--- src/rtl/para_smooth_pkg.sv ---
// Shared defaults and FSM encoding for the para_smooth boxcar smoother.
package para_smooth_pkg;

    localparam int unsigned ParaDw       = 16;
    localparam int unsigned ParaTapsLog2 = 3;

    typedef enum logic {
        StFill = 1'b0,
        StRun  = 1'b1
    } sm_state_e;

endpackage

--- src/rtl/para_smooth_ring.sv ---
// N x Dw sample ring; presents the oldest entry, which is the slot about to be overwritten.
module para_smooth_ring #(
    parameter int unsigned Dw       = 16,
    parameter int unsigned TapsLog2 = 3
) (
    input  logic          clk_sys,
    input  logic          rst,
    input  logic          clr,
    input  logic          we,
    input  logic [Dw-1:0] wdata,
    output logic [Dw-1:0] oldest
);

    localparam int unsigned N = 1 << TapsLog2;

    logic [Dw-1:0]       mem_q [N];
    logic [TapsLog2-1:0] wr_ptr_q;

    always_ff @(posedge clk_sys) begin
        if (rst || clr) begin
            wr_ptr_q <= '0;
        end else if (we) begin
            wr_ptr_q <= wr_ptr_q + 1'b1;
        end
    end

    // Storage has no reset: stale entries are never read until the window refills.
    always_ff @(posedge clk_sys) begin
        if (we) begin
            mem_q[wr_ptr_q] <= wdata;
        end
    end

    assign oldest = mem_q[wr_ptr_q];

endmodule

--- src/rtl/para_smooth.sv ---
// Boxcar moving average over 2^TapsLog2 signed samples, with bypass and soft flush.
module para_smooth
    import para_smooth_pkg::*;
#(
    parameter int unsigned Dw       = ParaDw,
    parameter int unsigned TapsLog2 = ParaTapsLog2
) (
    input  logic                 clk_sys,
    input  logic                 rst,
    input  logic signed [Dw-1:0] adc_data,
    input  logic                 adc_vld,
    input  logic                 smooth_en,
    input  logic                 clr,
    output logic signed [Dw-1:0] sm_data,
    output logic                 sm_vld,
    output logic                 primed
);

    localparam int unsigned N    = 1 << TapsLog2;
    localparam int unsigned SumW = Dw + TapsLog2;
    localparam int unsigned CntW = TapsLog2 + 1;

    sm_state_e              state_q, state_d;
    logic signed [SumW-1:0] sum_q, sum_d, sub, sum_nxt;
    logic [CntW-1:0]        fill_q, fill_d;
    logic signed [Dw-1:0]   sm_data_q, sm_data_d, oldest;
    logic                   sm_vld_q, sm_vld_d;
    logic                   primed_q, primed_d;
    logic                   accept;

    assign accept = adc_vld && !clr && smooth_en;

    para_smooth_ring #(
        .Dw       (Dw),
        .TapsLog2 (TapsLog2)
    ) u_ring (
        .clk_sys (clk_sys),
        .rst     (rst),
        .clr     (clr || !smooth_en),
        .we      (accept),
        .wdata   (adc_data),
        .oldest  (oldest)
    );

    always_comb begin
        sub = '0;
        if (state_q == StRun) begin
            sub = SumW'(oldest);
        end
        sum_nxt = sum_q + SumW'(adc_data) - sub;
    end

    always_comb begin
        state_d   = state_q;
        sum_d     = sum_q;
        fill_d    = fill_q;
        sm_data_d = sm_data_q;
        sm_vld_d  = 1'b0;
        primed_d  = primed_q;
        if (clr) begin
            state_d  = StFill;
            sum_d    = '0;
            fill_d   = '0;
            primed_d = 1'b0;
        end else if (!smooth_en) begin
            state_d  = StFill;
            sum_d    = '0;
            fill_d   = '0;
            primed_d = 1'b0;
            sm_vld_d = adc_vld;
            if (adc_vld) begin
                sm_data_d = adc_data;
            end
        end else if (adc_vld) begin
            sum_d = sum_nxt;
            unique case (state_q)
                StFill: begin
                    fill_d = fill_q + 1'b1;
                    // The Nth accepted sample completes the window and emits the first average.
                    if (fill_q == CntW'(N - 1)) begin
                        state_d   = StRun;
                        sm_vld_d  = 1'b1;
                        primed_d  = 1'b1;
                        sm_data_d = Dw'(sum_nxt >>> TapsLog2);
                    end
                end
                StRun: begin
                    sm_vld_d  = 1'b1;
                    sm_data_d = Dw'(sum_nxt >>> TapsLog2);
                end
                default: state_d = StFill;
            endcase
        end
    end

    always_ff @(posedge clk_sys) begin
        if (rst) begin
            state_q   <= StFill;
            sum_q     <= '0;
            fill_q    <= '0;
            sm_data_q <= '0;
            sm_vld_q  <= 1'b0;
            primed_q  <= 1'b0;
        end else begin
            state_q   <= state_d;
            sum_q     <= sum_d;
            fill_q    <= fill_d;
            sm_data_q <= sm_data_d;
            sm_vld_q  <= sm_vld_d;
            primed_q  <= primed_d;
        end
    end

    assign sm_data = sm_data_q;
    assign sm_vld  = sm_vld_q;
    assign primed  = primed_q;

endmodule
--- config.mk ---
export PLATFORM = sky130hd
export DESIGN_NAME = para_smooth
export DESIGN_NICKNAME = d
export VERILOG_FILES = /design/src/rtl/para_smooth_pkg.sv /design/src/rtl/para_smooth_ring.sv /design/src/rtl/para_smooth.sv
export SDC_FILE = /design/constraint.sdc
export NUM_CORES = 1
export LEC_CHECK = 0
export BUFFER_PORTS_ARGS = -buffer_cell sky130_fd_sc_hd__buf_4
export CAP_MARGIN = 25
export CORE_ASPECT_RATIO = 0.5
export CORE_MARGIN = 2
export CORE_UTILIZATION = 50
export CTS_BUF_LIST = sky130_fd_sc_hd__clkbuf_4
export CTS_CLUSTER_SIZE = 25
export DETAILED_ROUTE_END_ITERATION = 12
export PLACE_DENSITY = 0.7
export SLEW_MARGIN = 30
export SYNTH_ARGS = -nofsm -noshare
export SYNTH_HDL_FRONTEND = slang
export SYNTH_HIERARCHICAL = 1
export SYNTH_SLANG_ARGS = --single-unit
--- constraint.sdc ---
create_clock -name clk_sys -period 3.95 [get_ports clk_sys]
set_clock_uncertainty 0.2 [all_clocks]
set_input_delay 0.79 -clock clk_sys [delete_from_list [all_inputs] [get_ports clk_sys]]
set_output_delay 0.79 -clock clk_sys [all_outputs]
set_load 0.01 [all_outputs]
Yosys cells after proc, flatten, opt, wreduce, memory -nomap -nowiden
Memory sizes are Yosys's and may differ from the RTL's. A register that Yosys moved wholly into a read port is not among the register bits.
Cells that the tools add are included.
- add/sub/neg operators: 4
- reduce and logical (&&, ||, !) cells: 11
- muxes and demuxes: 15
- bitwise logic cells: 3
- equal/unequal tests: 2
- operators with widths (operator ; number):
    $mux W16 ; 4
    $pmux W16 S2 ; 1
    $add A19 B16 Y19 ; 1
    $mux W19 ; 1
    $sub A19 B19 Y19 ; 1
    $mux W1 ; 6
    $mux W3 ; 2
    $reduce_and A3 Y1 ; 2
    $add A4 B1 Y4 const B ; 1
    $eq A4 B3 Y1 const B ; 1
    $add A3 B1 Y3 const B ; 1
    $ne A3 B3 Y1 const B ; 1
    $not A1 Y1 ; 3
    $reduce_or A3 Y1 ; 1
    $logic_and A1 B1 Y1 ; 2
    $logic_not A1 Y1 ; 2
    $logic_or A1 B1 Y1 ; 2
    $pmux W1 S2 ; 1
    $reduce_and A2 Y1 ; 1
    $reduce_or A2 Y1 ; 1
- input bits: 21
- output and inout port bits: 18
- memories kept: 1
- flip-flop bits (word level): 45
- memory bits (writable): 128
- memories (name ; words ; bits a word ; rd ports ; clocked after Yosys merged registers in ; write ports ; line ; RTL):
    u_ring.mem_q ; 8 ; 16 ; 1 ; 1 ; 1 ; para_smooth_ring.sv:16 ; logic [Dw-1:0] mem_q [N];

Longest topological paths before layout
- word-level depth: 6
- depth in mapped cells: 15
- gate-level depth less buffers: 13

Hierarchy
Netlist, hierarchy kept.
- modules (own cells, without submodules) (module ; area an instance (um^2) ; times used ; cells an instance):
    para_smooth_ring ; 5165.0 ; 1 ; 213
    para_smooth ; 3350.7 ; 1 ; 431

Worst setup path after synthesis
OpenSTA, ideal clock, no wires.
- kind: register -> register
- from: reg (tool-made name)
- to: reg sm_data_q[9] (netlist: sm_data[9])
- slack: 109 ps
- required time: 3647 ps
- arrival: 3538 ps
- stages on the path, launching flop included: 15
- period minus slack after synthesis: 3841 ps
- cells stage by stage: dfxtp_1 > buf_6 > buf_6 > mux4_1 > mux2_2 > and2_1 > fa_1 > inv_1 > fa_1 > a21oi_1 > o211ai_2 > a21oi_2 > o21ai_1 > xnor2_1 > a2111oi_2
- RTL lines (item ; line ; RTL):
    to (signal assigned) ; para_smooth.sv:108 ; sm_data_q <= sm_data_d;
    to (decl) ; para_smooth.sv:26 ; logic signed [Dw-1:0] sm_data_q, sm_data_d, oldest;

==> results.json <==
{
  "wl_um": 20350,
  "hold_path_class": "in -> reg",
  "synth_fa_ha_area_share_pct": 7.464,
  "boundaryPins": 39,
  "worstPathRequired_ns": 4.21,
  "cts_tree": "built",
  "drcViolationCount": 0,
  "antennaDiodeCount": 0,
  "syn_to_final_growth_pct": 21.97,
  "syn-num-nets": 705,
  "ys_seq_elements": 176,
  "grt_first_pass_wirelength_um": 29650,
  "synthTopCellsByArea": "edfxtp_1 (45%), dfxtp_1 (11%), mux4_1 (8.6%)",
  "critPathMaxFanout": 6,
  "final_common_cell": "edfxtp_1",
  "cap_violations": 0,
  "grt_remaining_overflow": 0,
  "nets": 808,
  "drive_gt1_share_pct": 35.66,
  "grt_pass1_vias": 5267,
  "pwr_density_cell_nw_per_um2": 360.7,
  "worst-slew-pin-transition_ns": 0.7900,
  "start_util_pct": 51.56,
  "synth-async-reset-ratio_pct": 0,
  "ys_warn_count": 6,
  "clock_latency_ns": 0.57,
  "swShare_pct": 29.87,
  "syn_area_sq_um": 8516,
  "setup_viol": 1,
  "avgSynthCellArea_sq_um": 13.22,
  "vias": 5679,
  "synth_edf_count": 128,
  "yosys.area_share.simple_pct": 8.448,
  "switchingPower_mw": 1.119,
  "coreArea_sq_um": 16520,
  "yosysSeqAreaShare_pct": 56.42,
  "critPathKind": "reg -> reg",
  "clock-sinks": 176,
  "cts_root_buf": "clkbuf_4",
  "first_pass_iters": 7,
  "period_share_pct": 100.4,
  "slew_headroom_pct": 47.14,
  "numCtsBuffers": 17,
  "layout_setup_ws_ns": -0.01667,
  "fp.dieH_um": 96.28,
  "p_int_mw": 2.627,
  "hold_slack_ns": 0.2520,
  "h-tree-depth": 4,
  "io_buffers": 38,
  "combPwrFrac_pct": 19.2,
  "yosys.area_share.xor_xnor_pct": 1.954,
  "yosys.area.top_type": "edfxtp_1",
  "clockBufferDepth": 2,
  "clk_pin_slew_ns": 0.17,
  "fp.dieW_um": 188.6,
  "most-common-layout-cells": "edfxtp_1 (128), buf_4 (95), inv_1 (68)",
  "rsz0062_at_grt": "true",
  "fmax_mhz": 252.1,
  "drtIter0Drc": 637,
  "viasPerCell": 5.754,
  "p_leak_nw": 3.805,
  "crit_arrival_ns": 4.23,
  "antenna_found_initial": 0,
  "rows": 33,
  "violations": "negative setup slack",
  "pwr-share-clk_pct": 27.1,
  "hold_viol": 0,
  "endpoint_kind": "flop",
  "synth-compound-area-share_pct": 7.361,
  "post-route-min-period_ns": 3.967,
  "run_status": "finished with violations",
  "synth_top_family_by_area": "multiplexers",
  "slew_viol_final": 0,
  "antenna_left": 0,
  "dp_cells": 936,
  "power_frac_seq_pct": 53.7,
  "grt_max_degree": 33,
  "groute.usage.overall_pct": 22.20,
  "synth_top_area_share_pct": 45.14,
  "layout.cells.non_filler": 987,
  "post_drt_wl_per_cell_um": 20.62,
  "start_kind": "flop",
  "dp.final_hpwl_um": 13060,
  "dieArea_sq_um": 18150,
  "vdd_ir_drop_max_mv": 0.1948,
  "syn_inst": 644,
  "synthMuxAreaShare_pct": 13.46,
  "yosys_most_used_dff": "edfxtp_1",
  "gp_congestion": 0.9478,
  "post_synth_num_cell_types": 58
}
final cells by class:
type	instances	area, sq um
clock inverter	15	160.2
sequential	176	4808
inverter	73	274.0
fill	1177	6130
multi-input combinational	368	3759
timing repair buffer	111	973.4
tap	227	284.0
clock buffer	17	127.6
state kept, by name, summed over array words and instances, names as in the netlist, named ones only:
signal and flops:
state_q 1, primed 1, sm_vld 1, sm_data 16, u_ring/mem_q 128, fill_q 4, u_ring/wr_ptr_q 3, sum_q 19
timing repair:
| item | 4_1_cts | 5_1_grt |
|---|---|---|
| hold buffers | 0 | 0 |
| setup endpoints to repair | 17 | 23 |
| pin swaps | 6 | 34 |
| gates cloned | 0 | 2 |
| gates resized for setup | 17 | 118 |
| buffers inserted | 1 | 16 |
| endpoints found under the hold margin | 0 | 0 |
power groups by stage:
stage / Combinational [mW] / Sequential [mW] / Clock (mW)
finish: 0.719 / 2.01 / 1.02
floorplan: 0.309 / 2.05 / 0
CTS: 0.546 / 2.01 / 1.04
detailed placement: 0.516 / 2.05 / 0
global route: 0.771 / 2.01 / 1.11
global placement: 0.509 / 2.05 / 0
Yosys cell counts (8+ instances only):
| library cell | instances |
|---|---|
| dfxtp_1 | 48 |
| buf_2 | 8 |
| nor3_1 | 17 |
| mux2_2 | 16 |
| inv_1 | 72 |
| o21ai_0 | 17 |
| mux2i_1 | 14 |
| xnor2_1 | 12 |
| edfxtp_1 | 128 |
| nor2_1 | 53 |
| mux4_1 | 28 |
| fa_1 | 18 |
| a21oi_1 | 36 |
| and2_1 | 15 |
| ha_1 | 22 |
| clkbuf_1 | 8 |
| nand2_1 | 32 |
kinds of logic after synthesis:
kind of cell,after synthesis
buffers and inverters,100
flip-flops,176
XOR/XNOR,19
multiplexers,62
AO/OA/AOI/OAI,96
AND/OR/NAND/NOR,151
adder cells (fa/ha/maj),40
path summary, 6_finish.rpt:
| check | slack (ns) | depth (start not counted) | start | to |
|---|---|---|---|---|
| setup / recovery | -0.02 | 13 | flop | sm_data[15] |
| hold / removal | 0.25 | 1 | adc_data[3] | u_ring/mem_q[3][3] |
| setup reg to reg | -0.02 | 13 | flop | sm_data[15] |
| hold reg to reg | 0.27 | 2 | sum_q[17] | sum_q[17] |
per-layer routing:
| metal | vias up | wire length [um] | track usage [%] | share of wire (%) |
|---|---|---|---|---|
| met3 | 42 | 1564 | 5.432 | 7.7 |
| met2 | 242 | 9085 | 34.19 | 45 |
| li1 | 2537 | - | - | - |
| met4 | 0 | 442 | 5.273 | 2.2 |
| met1 | 2858 | 9255 | 32.01 | 45 |
| met5 | - | 0 | 0 | 0 |
stage by stage:
stage	total power, mW	util (%)	setup TNS (ns)	instance area (sq um)	worst slack, ns
after floorplan	2.361	-	0	8516	0.1090
after global placement	2.558	57.12	-0.5000	9434	-0.09233
after detailed placement	2.566	57.12	-0.9285	9434	-0.1280
after CTS	3.592	59.53	-0.003971	9832	-0.003971
after global routing	3.897	62.89	-0.7065	10390	-0.1144
final	3.746	62.89	-0.01667	10390	-0.01667
critical path, stage by stage, from the launching register on:
cell and delay [ns]:
dfxtp_4 0.47, clkbuf_16 0.19, mux4_2 0.49, mux2_4 0.30, and2_1 0.18, fa_1 0.49, inv_1 0.07, ha_4 0.29
buf_6 0.11, nand4_1 0.21, buf_4 0.22, o41ai_4 0.40, xnor2_2 0.16, o22ai_1 0.10
No activity file was read; power rests on OpenSTA's default activity.
